File: src/rtl/mem_block_copier_if.sv
// mem_block_copier_if: control handshake and data-port bus of the block copier
interface mem_block_copier_if #(parameter int WIDTH = 32, parameter int LENWIDTH = 12);
  logic                start;
  logic [WIDTH-1:0]    src;
  logic [WIDTH-1:0]    dst;
  logic [LENWIDTH-1:0] len;
  logic                busy;
  logic                done;
  logic                err;
  logic [LENWIDTH-1:0] count;
  logic [WIDTH-1:0]    mem_a;
  logic [WIDTH-1:0]    mem_wd;
  logic                mem_we;
  logic [WIDTH-1:0]    mem_rd;
  modport master (
    input  start, src, dst, len, mem_rd,
    output busy, done, err, count, mem_a, mem_wd, mem_we
  );
  modport slave (
    output start, src, dst, len, mem_rd,
    input  busy, done, err, count, mem_a, mem_wd, mem_we
  );
endinterface

File: src/rtl/mem_block_copier.sv
// mem_block_copier: copies len words from src to dst over the segmented data port
module mem_block_copier #(
  parameter int WIDTH    = 32,
  parameter int RAMSIZE  = 512,
  parameter int NSEG     = 6,
  parameter int LENWIDTH = 12
) (
  input logic               clk,
  input logic               reset,
  mem_block_copier_if.master bus
);
  typedef enum logic [2:0] {IDLE, CHECK, READ, LATCH, WRITE, DONE} state_t;
  localparam logic [WIDTH:0] LIMIT = (WIDTH+1)'(NSEG * RAMSIZE);
  state_t              state_q, state_d;
  logic [WIDTH-1:0]    src_q, src_d, dst_q, dst_d, data_q, data_d;
  logic [LENWIDTH-1:0] len_q, len_d, count_q, count_d;
  logic                err_q, err_d;
  logic [WIDTH:0]      src_end, dst_end;
  assign src_end = {1'b0, src_q} + (WIDTH+1)'(len_q);
  assign dst_end = {1'b0, dst_q} + (WIDTH+1)'(len_q);
  // next-state: request capture, range check, read/latch/write word loop
  always_comb begin
    state_d = state_q;
    src_d   = src_q;
    dst_d   = dst_q;
    len_d   = len_q;
    count_d = count_q;
    data_d  = data_q;
    err_d   = err_q;
    case (state_q)
      IDLE: if (bus.start) begin
        src_d   = bus.src;
        dst_d   = bus.dst;
        len_d   = bus.len;
        count_d = '0;
        state_d = CHECK;
      end
      CHECK: begin
        err_d   = (src_end > LIMIT) || (dst_end > LIMIT);
        state_d = (err_d || len_q == '0) ? DONE : READ;
      end
      READ:  state_d = LATCH;
      LATCH: begin
        data_d  = bus.mem_rd;
        state_d = WRITE;
      end
      WRITE: begin
        count_d = count_q + LENWIDTH'(1);
        state_d = (count_d == len_q) ? DONE : READ;
      end
      DONE: begin
        err_d   = 1'b0;
        state_d = IDLE;
      end
      default: state_d = IDLE;
    endcase
  end
  // state and operand registers; async reset abandons any copy in flight
  always_ff @(posedge clk or posedge reset) begin
    if (reset) begin
      state_q <= IDLE;
      src_q   <= '0;
      dst_q   <= '0;
      len_q   <= '0;
      count_q <= '0;
      data_q  <= '0;
      err_q   <= 1'b0;
    end else begin
      state_q <= state_d;
      src_q   <= src_d;
      dst_q   <= dst_d;
      len_q   <= len_d;
      count_q <= count_d;
      data_q  <= data_d;
      err_q   <= err_d;
    end
  end
  // outputs decode from registered state so reset clears them without a clock
  always_comb begin
    bus.busy   = state_q != IDLE;
    bus.done   = state_q == DONE;
    bus.err    = (state_q == DONE) && err_q;
    bus.count  = count_q;
    bus.mem_we = state_q == WRITE;
    bus.mem_wd = (state_q == WRITE) ? data_q : '0;
    bus.mem_a  = (state_q == READ || state_q == LATCH) ? src_q + WIDTH'(count_q) :
                 (state_q == WRITE) ? dst_q + WIDTH'(count_q) : '0;
  end
endmodule

File: src/flat_wrapper.sv
// flat-port wrapper written by rule: the top's interface ports become plain ports
module mem_block_copier_flat 
#(
  parameter int WIDTH    = 32,
  parameter int RAMSIZE  = 512,
  parameter int NSEG     = 6,
  parameter int LENWIDTH = 12
)
  (clk, reset, bus_start, bus_src, bus_dst, bus_len, bus_mem_rd, bus_busy, bus_done, bus_err, bus_count, bus_mem_a, bus_mem_wd, bus_mem_we);
  mem_block_copier_if #(.WIDTH(WIDTH), .LENWIDTH(LENWIDTH)) bus_i ();
  input logic clk;
  input logic reset;
  input wire logic [$bits(bus_i.start)-1:0] bus_start;
  input wire logic [$bits(bus_i.src)-1:0] bus_src;
  input wire logic [$bits(bus_i.dst)-1:0] bus_dst;
  input wire logic [$bits(bus_i.len)-1:0] bus_len;
  input wire logic [$bits(bus_i.mem_rd)-1:0] bus_mem_rd;
  output wire logic [$bits(bus_i.busy)-1:0] bus_busy;
  output wire logic [$bits(bus_i.done)-1:0] bus_done;
  output wire logic [$bits(bus_i.err)-1:0] bus_err;
  output wire logic [$bits(bus_i.count)-1:0] bus_count;
  output wire logic [$bits(bus_i.mem_a)-1:0] bus_mem_a;
  output wire logic [$bits(bus_i.mem_wd)-1:0] bus_mem_wd;
  output wire logic [$bits(bus_i.mem_we)-1:0] bus_mem_we;
  assign bus_i.start = bus_start;
  assign bus_i.src = bus_src;
  assign bus_i.dst = bus_dst;
  assign bus_i.len = bus_len;
  assign bus_i.mem_rd = bus_mem_rd;
  assign bus_busy = bus_i.busy;
  assign bus_done = bus_i.done;
  assign bus_err = bus_i.err;
  assign bus_count = bus_i.count;
  assign bus_mem_a = bus_i.mem_a;
  assign bus_mem_wd = bus_i.mem_wd;
  assign bus_mem_we = bus_i.mem_we;
  mem_block_copier #(.WIDTH(WIDTH), .RAMSIZE(RAMSIZE), .NSEG(NSEG), .LENWIDTH(LENWIDTH)) u_core (.clk(clk), .reset(reset), .bus(bus_i));
endmodule
File: config.mk
export PLATFORM = sky130hd
export DESIGN_NAME = mem_block_copier_flat
export DESIGN_NICKNAME = d
export VERILOG_FILES = /design/src/rtl/mem_block_copier_if.sv /design/src/rtl/mem_block_copier.sv /design/src/flat_wrapper.sv
export SDC_FILE = /design/constraint.sdc
export NUM_CORES = 1
export LEC_CHECK = 0
export ABC_AREA = 1
export BUFFER_PORTS_ARGS = -buffer_cell sky130_fd_sc_hd__buf_2
export CORE_ASPECT_RATIO = 0.6
export CORE_MARGIN = 1
export CORE_UTILIZATION = 57
export CTS_CLUSTER_SIZE = 8
export DETAILED_ROUTE_END_ITERATION = 7
export PLACE_DENSITY_LB_ADDON = 0.25
export SYNTH_ARGS = -nofsm -noshare
export SYNTH_HDL_FRONTEND = slang
export SYNTH_SLANG_ARGS = --single-unit
File: constraint.sdc
create_clock -name clk -period 4.3 [get_ports clk]
set_clock_uncertainty 0.15 [all_clocks]
set_input_delay 0.43 -clock clk [delete_from_list [all_inputs] [get_ports clk]]
set_output_delay 0.43 -clock clk [all_outputs]
set_load 0.01 [all_outputs]
; ---- After elaboration in Yosys (flattened, before gate mapping)
; Index checks and enable logic that the tools add are counted.
[word_totals]
ff_bits = 124
output_inout_bits = 80
wordCells = 42
[op_classes]
n_addsub = 5
order_cmp = 2
n_eq_ne = 7
n_mux = 10
n_reduce_logical = 11
[ops]
columns = cell, count
row1 = 32-bit two-way mux, 3
row2 = 32-bit by 12-bit adder with 33-bit output, 2
row3 = "33-bit by 12-bit greater-than comparator with 1-bit output, second input constant", 2
row4 = 32-bit by 12-bit adder with 32-bit output, 2
row5 = 12-bit one-hot mux with 2 select lines, 1
row6 = 3-bit one-hot mux with 5 select lines, 1
row7 = "12-bit by 1-bit adder with 12-bit output, second input constant", 1
row8 = 12-bit == test, 1
row9 = 12-bit zero test, 1
row10 = 12-bit two-way mux, 1
row11 = 3-bit two-way mux, 3
row12 = "3-bit by 2-bit == test with 1-bit output, second input constant", 2
row13 = "3-bit == test, second input constant", 2
row14 = 2-bit AND reduction, 2
row15 = 2-bit nonzero test, 2
row16 = "3-bit by 1-bit == test with 1-bit output, second input constant", 1
row17 = 3-bit zero test, 1
row18 = 1-bit logical OR, 3
row19 = 3-bit nonzero test, 1
row20 = "2-bit != test, second input constant", 1
row21 = 1-bit one-hot mux with 2 select lines, 1
row22 = 1-bit logical AND, 1

; ---- Longest topological paths before layout
[depth]
depth_word = 6
depth_mapped = 22

; ---- Worst setup path before layout
; Ideal clock, no wire load.
[synth_path]
path_kind = register -> output
start = register u_core.count_q[0] (netlist: u_core.bus.count[0])
end = output port bus_mem_a[24]
arrival_ns = 2.665
required_ns = 3.720
path_slack_ns = 1.055
path_stages_with_launch = 20
path_cell_list = dfrtp_1 -> ha_1 -> inv_1 -> fa_1 -> nand3b_1 -> nand2_1 -> nand2_1 -> nand2_1 -> nand2_1 -> nand2_1 -> nand2_1 -> nand2_1 -> inv_1 -> o21ai_2 -> nand2_1 -> nand2_1 -> nand2_1 -> nor2_1 -> nor2_1 -> o21ai_0
[synth_via]
elab_chain_cells = 3
[synth_rtl]
columns = item, line
row1 = "start, declared", mem_block_copier.sv:16  ; logic [LENWIDTH-1:0] len_q, len_d, count_q, count_d;
row2 = "start signal, assigned", mem_block_copier.sv:73  ; count_q <= count_d;
row3 = 32-bit by 12-bit adder with 32-bit output, mem_block_copier.sv:87  ; (state_q == WRITE) ? dst_q + WIDTH'(count_q) : '0;
row4 = 32-bit two-way mux, mem_block_copier.sv:87
row5 = 32-bit two-way mux (*), mem_block_copier.sv:86  ; bus.mem_a = (state_q == READ || state_q == LATCH) ? src_q + WIDTH'(count_q) :
row6 = "end, declared", flat_wrapper.sv:22  ; output wire logic [$bits(bus_i.mem_a)-1:0] bus_mem_a;
; Mark *: on every way between the ends. The rest lies on a longest branch, timed or not.

; ---- Final worst setup path
[layout_path]
start = register u_core.count_q[0] (netlist: u_core.bus.count[0])
end = output port bus_mem_a[22]
; Same word-level chain as after synthesis.

==> results.md <==
- Status: finished, final reports clean
- First-pass DRT Iterations: 6
- Post-layout power: 9.01 mW
- Sum Neg Setup Slack: 0 ns
- MaxCap Viol Count: 0
- Worst-path maximum fanout: 9
- Post-route insts no fill: a little over 2k
- Tcrit/Tclk final: 0.957
- Post-synth ARST share: 1.00
- Hold Path Origin: bus_dst[4]
- Final Critical Period: 4.12 ns
- Routability cong.: 1.04
- Synthesized instance count: 1637
- Gr usage total: 0.389
- Dpl cell area: 0.0114 sq mm
- Setup WS post-layout: 0.184 ns
- Hold Path Class: input port to flip-flop
- DP Worst Slack: 0.596 ns
- Num CTS Buffers: 17
- Synthesis-to-layout area growth: 17.7%
- CP Data Arrival Time: 3.54 ns
- Starting Density: 0.589
- Ys flop type: dfrtp_1
- Yosys warning count: 0
- Post-synthesis sequential area ratio: 0.304
- Unrepaired setup endpoints after global routing: false
- Max-Slew Margin vs Limit: 0.292
- Worst-skew pair later-pin latency: 0.45 ns
- Cell Chain, Critical Path: ha_1 > fa_1 > nand2_1 > o21ai_1 > nand2_1 > nand2_1 > a21oi_1 > o221ai_1 > nand2_1 > inv_1 > o21ai_1 > o21ai_1 > buf_2
- Finished Core Util: 0.693
- Clock transition at path regs: 0.06 ns
- Vias in the first global route: 10.2k
- WL final: around 35 mm
- Worst path required time: 3.72 ns
- Pwr/cell area: between 700 and 800 mW/mm^2
- Vias/cell: 5.56
- Slowest stage delay, CP: ~0.47 ns
- Syn Nets: ~1.8k
- Syn avg cell area: 6.23 sq um
- Root buffer cell: clkbuf_16
- Startpoint types: flip-flop
- Max frequency: between 200 and 250 MHz
- Critical Path Slowest Stage Cell: dfrtp_2
- Largest net degree at the start of global routing: 115
- DR iter-0 viols: 1204
- Post-synth EDFFs: 0
- Share of post-route cells with drive strength above 1: 0.151
- Crit path kind: flip-flop to primary output
- Reg2reg setup slack: approximately 0.76 ns
- Leakage: approximately 6.6 nW
- Final instance area: around 0.012 sq mm
- Total congestion overflow: 0
- Number of distinct library cells after synthesis: 44
- Vias: roughly 11k
- Remaining DRCs: 0
- Hold endpoint: u_core.dst_q[4]
- Port Buf Inserts: 190
- Final ANT Viol Nets: 0
- Antenna cells: 0
- Die area: 0.0184 sq mm
- Hold Path Depth: 3
- Final Hold Vio Count: 0
- Final max-slew violation count: 0
- Seq cells post-synth: 124
- Most used cell, CP: nand2_1
- Worst R2R Path Depth: 17
- Row count: 37
- R2r startpoint: u_core.len_q[0]
- Hold slack: 0.0219 ns
- CTS max path bufs: 2
- Die Ht: approximately 110 microns
- NumNets Final: 1982
- Chip width: between 150 and 200 microns
- Final HPWL DP: 27.3 mm
- CTS tree: built
- Htree depth: 4
- Peak supply drop: ~0.00047 V
- Initial antenna violation count: 0
- Worst Setup End Kind: primary output
- Dpl cells: 2032
- DR WL/cell: 17.0 microns
- Largest area contributor in the netlist: dfrtp_1
- I/O pin count: 191
- Synth top area share: 0.304
- Reg-to-reg endpoint: u_core.state_q[2]
- Core Region: 0.0173 sq mm
- Synth top area cells: dfrtp_1 30%, nand2_1 21%, inv_1 8.0%, nor2_1 6.7%, ha_1 6.0%
- Final setup viols: 0
- Global-route wire length before repair: approximately 54 mm
- Slew @ Worst Pin: approximately 1.1 ns
- Cell Area, Synth: 0.0102 sq mm
- Sink Count: 124
==> cell type report <==
type | instances | area (sq um)
Timing Repair Buffer | 197 | 1020
Clock inverter | 13 | 165
Tap cell | 234 | 293
Fill cell | 1557 | 5310
Inverter | 227 | 856
Sequential cell | 124 | 3110
Clock buffer | 19 | 453
Multi-Input combinational cell | 1251 | 6110
==> what timing repair did <==
| item | 4_1_cts | 5_1_grt |
|---|---|---|
| resized for setup | 0 | 6 |
| buffers inserted | 0 | 0 |
| hold endpoints to repair | 48 | 0 |
| setup endpoints to repair | 0 | 7 |
| hold buffers | 1 | 0 |
==> cell usage after synthesis (all sizes together), types with 4 or more instances <==
| cell type | count |
|---|---|
| nand3 | 122 |
| clkbuf | 25 |
| fa | 4 |
| a21oi | 84 |
| buf | 10 |
| xnor2 | 10 |
| o21ai | 92 |
| o22ai | 13 |
| xor2 | 30 |
| nand4 | 24 |
| or2 | 5 |
| ha | 49 |
| nor3 | 18 |
| inv | 224 |
| nor2 | 195 |
| nand3b | 6 |
| dfrtp | 124 |
| nand2 | 579 |
==> power by group <==
| group | switching [mW] | internal, mW |
|---|---|---|
| Sequential | 0.829 | 1.70 |
| Combinational | 3.27 | 1.67 |
| Clock | 0.590 | 0.944 |
| Total | 4.69 | 4.32 |
==> routing by layer <==
metal  vias to the layer above  wire length [microns]  track usage
li1                       5544                      -            -
met1                      5202                  16000        0.588
met2                       691                  13300        0.499
met3                        53                   5290        0.155
met4                         0                    544       0.0981
met5                         -                      0            0
==> worst max-delay path by stage <==
stage	from	to	slack [ns]	depth (start not counted)
6_report	u_core.bus.count[0]	bus_mem_a[22]	0.18	13
5_1_grt	u_core.bus.count[0]	bus_mem_a[20]	0.01	21
4_1_cts	u_core.bus.count[0]	bus_mem_a[20]	0.10	21
3_5_place_dp	u_core.bus.count[0]	bus_mem_a[20]	0.60	21
3_3_place_gp	u_core.bus.count[0]	bus_mem_a[20]	0.70	21
2_1_floorplan	reset	u_core.bus.count[0]	0.42	1
==> critical path, delay by kind of cell, from the launching register on <==
kind,cells,cell delay [ns]
simple gates,4,0.45
buf+inv,2,0.25
fa+ha+maj,2,0.63
compound gates,5,1.29
flops,1,0.47
==> sequential cells by signal, summed over array words and instances (netlist names) <==
| signal | cells |
|---|---|
| u_core.data_q | 32 |
| u_core.dst_q | 32 |
| u_core.src_q | 32 |
| u_core.bus.count | 12 |
| u_core.len_q | 12 |
| u_core.state_q | 3 |
| u_core.err_q | 1 |
==> layout by cell type (no fill, tap or decap), types with 3 or more instances in the layout <==
cell type  synthesis  final
nand2_2            8      9
a21oi_1           83     83
buf_4              2      5
nand4_1           24     24
ha_1              49     49
clkinv_2           0      4
nor3_1            16     16
inv_2              7      7
dfrtp_1          124    122
nand2_1          571    570
clkbuf_16          0     17
a22o_1             3      3
xnor2_1           10     10
buf_2              1    190
o22ai_1           13     13
clkinv_4           0      5
o21ai_2            4      5
nor2_1           182    181
or2_2              4      4
nand3b_1           6      6
bufinv_16          0      3
nand3_1          122    121
nor4_1             3      3
nor2_4             6      6
o21ai_0           79     77
fa_1               4      4
xor2_1            30     30
inv_1            217    216
nor2_2             7      8
o21ai_1            9     10
==> cells by family (layout without fill, tap and decap cells) <==
group	Yosys count	after routing	share of synthesized area
simple gates	957	957	0.391
fa+ha+maj	53	53	0.0680
xor+xnor	40	40	0.0344
compound gates	201	201	0.105
buf+inv	262	456	0.0973
flops	124	124	0.304
Note: power is estimated with default switching activity, not from simulation.
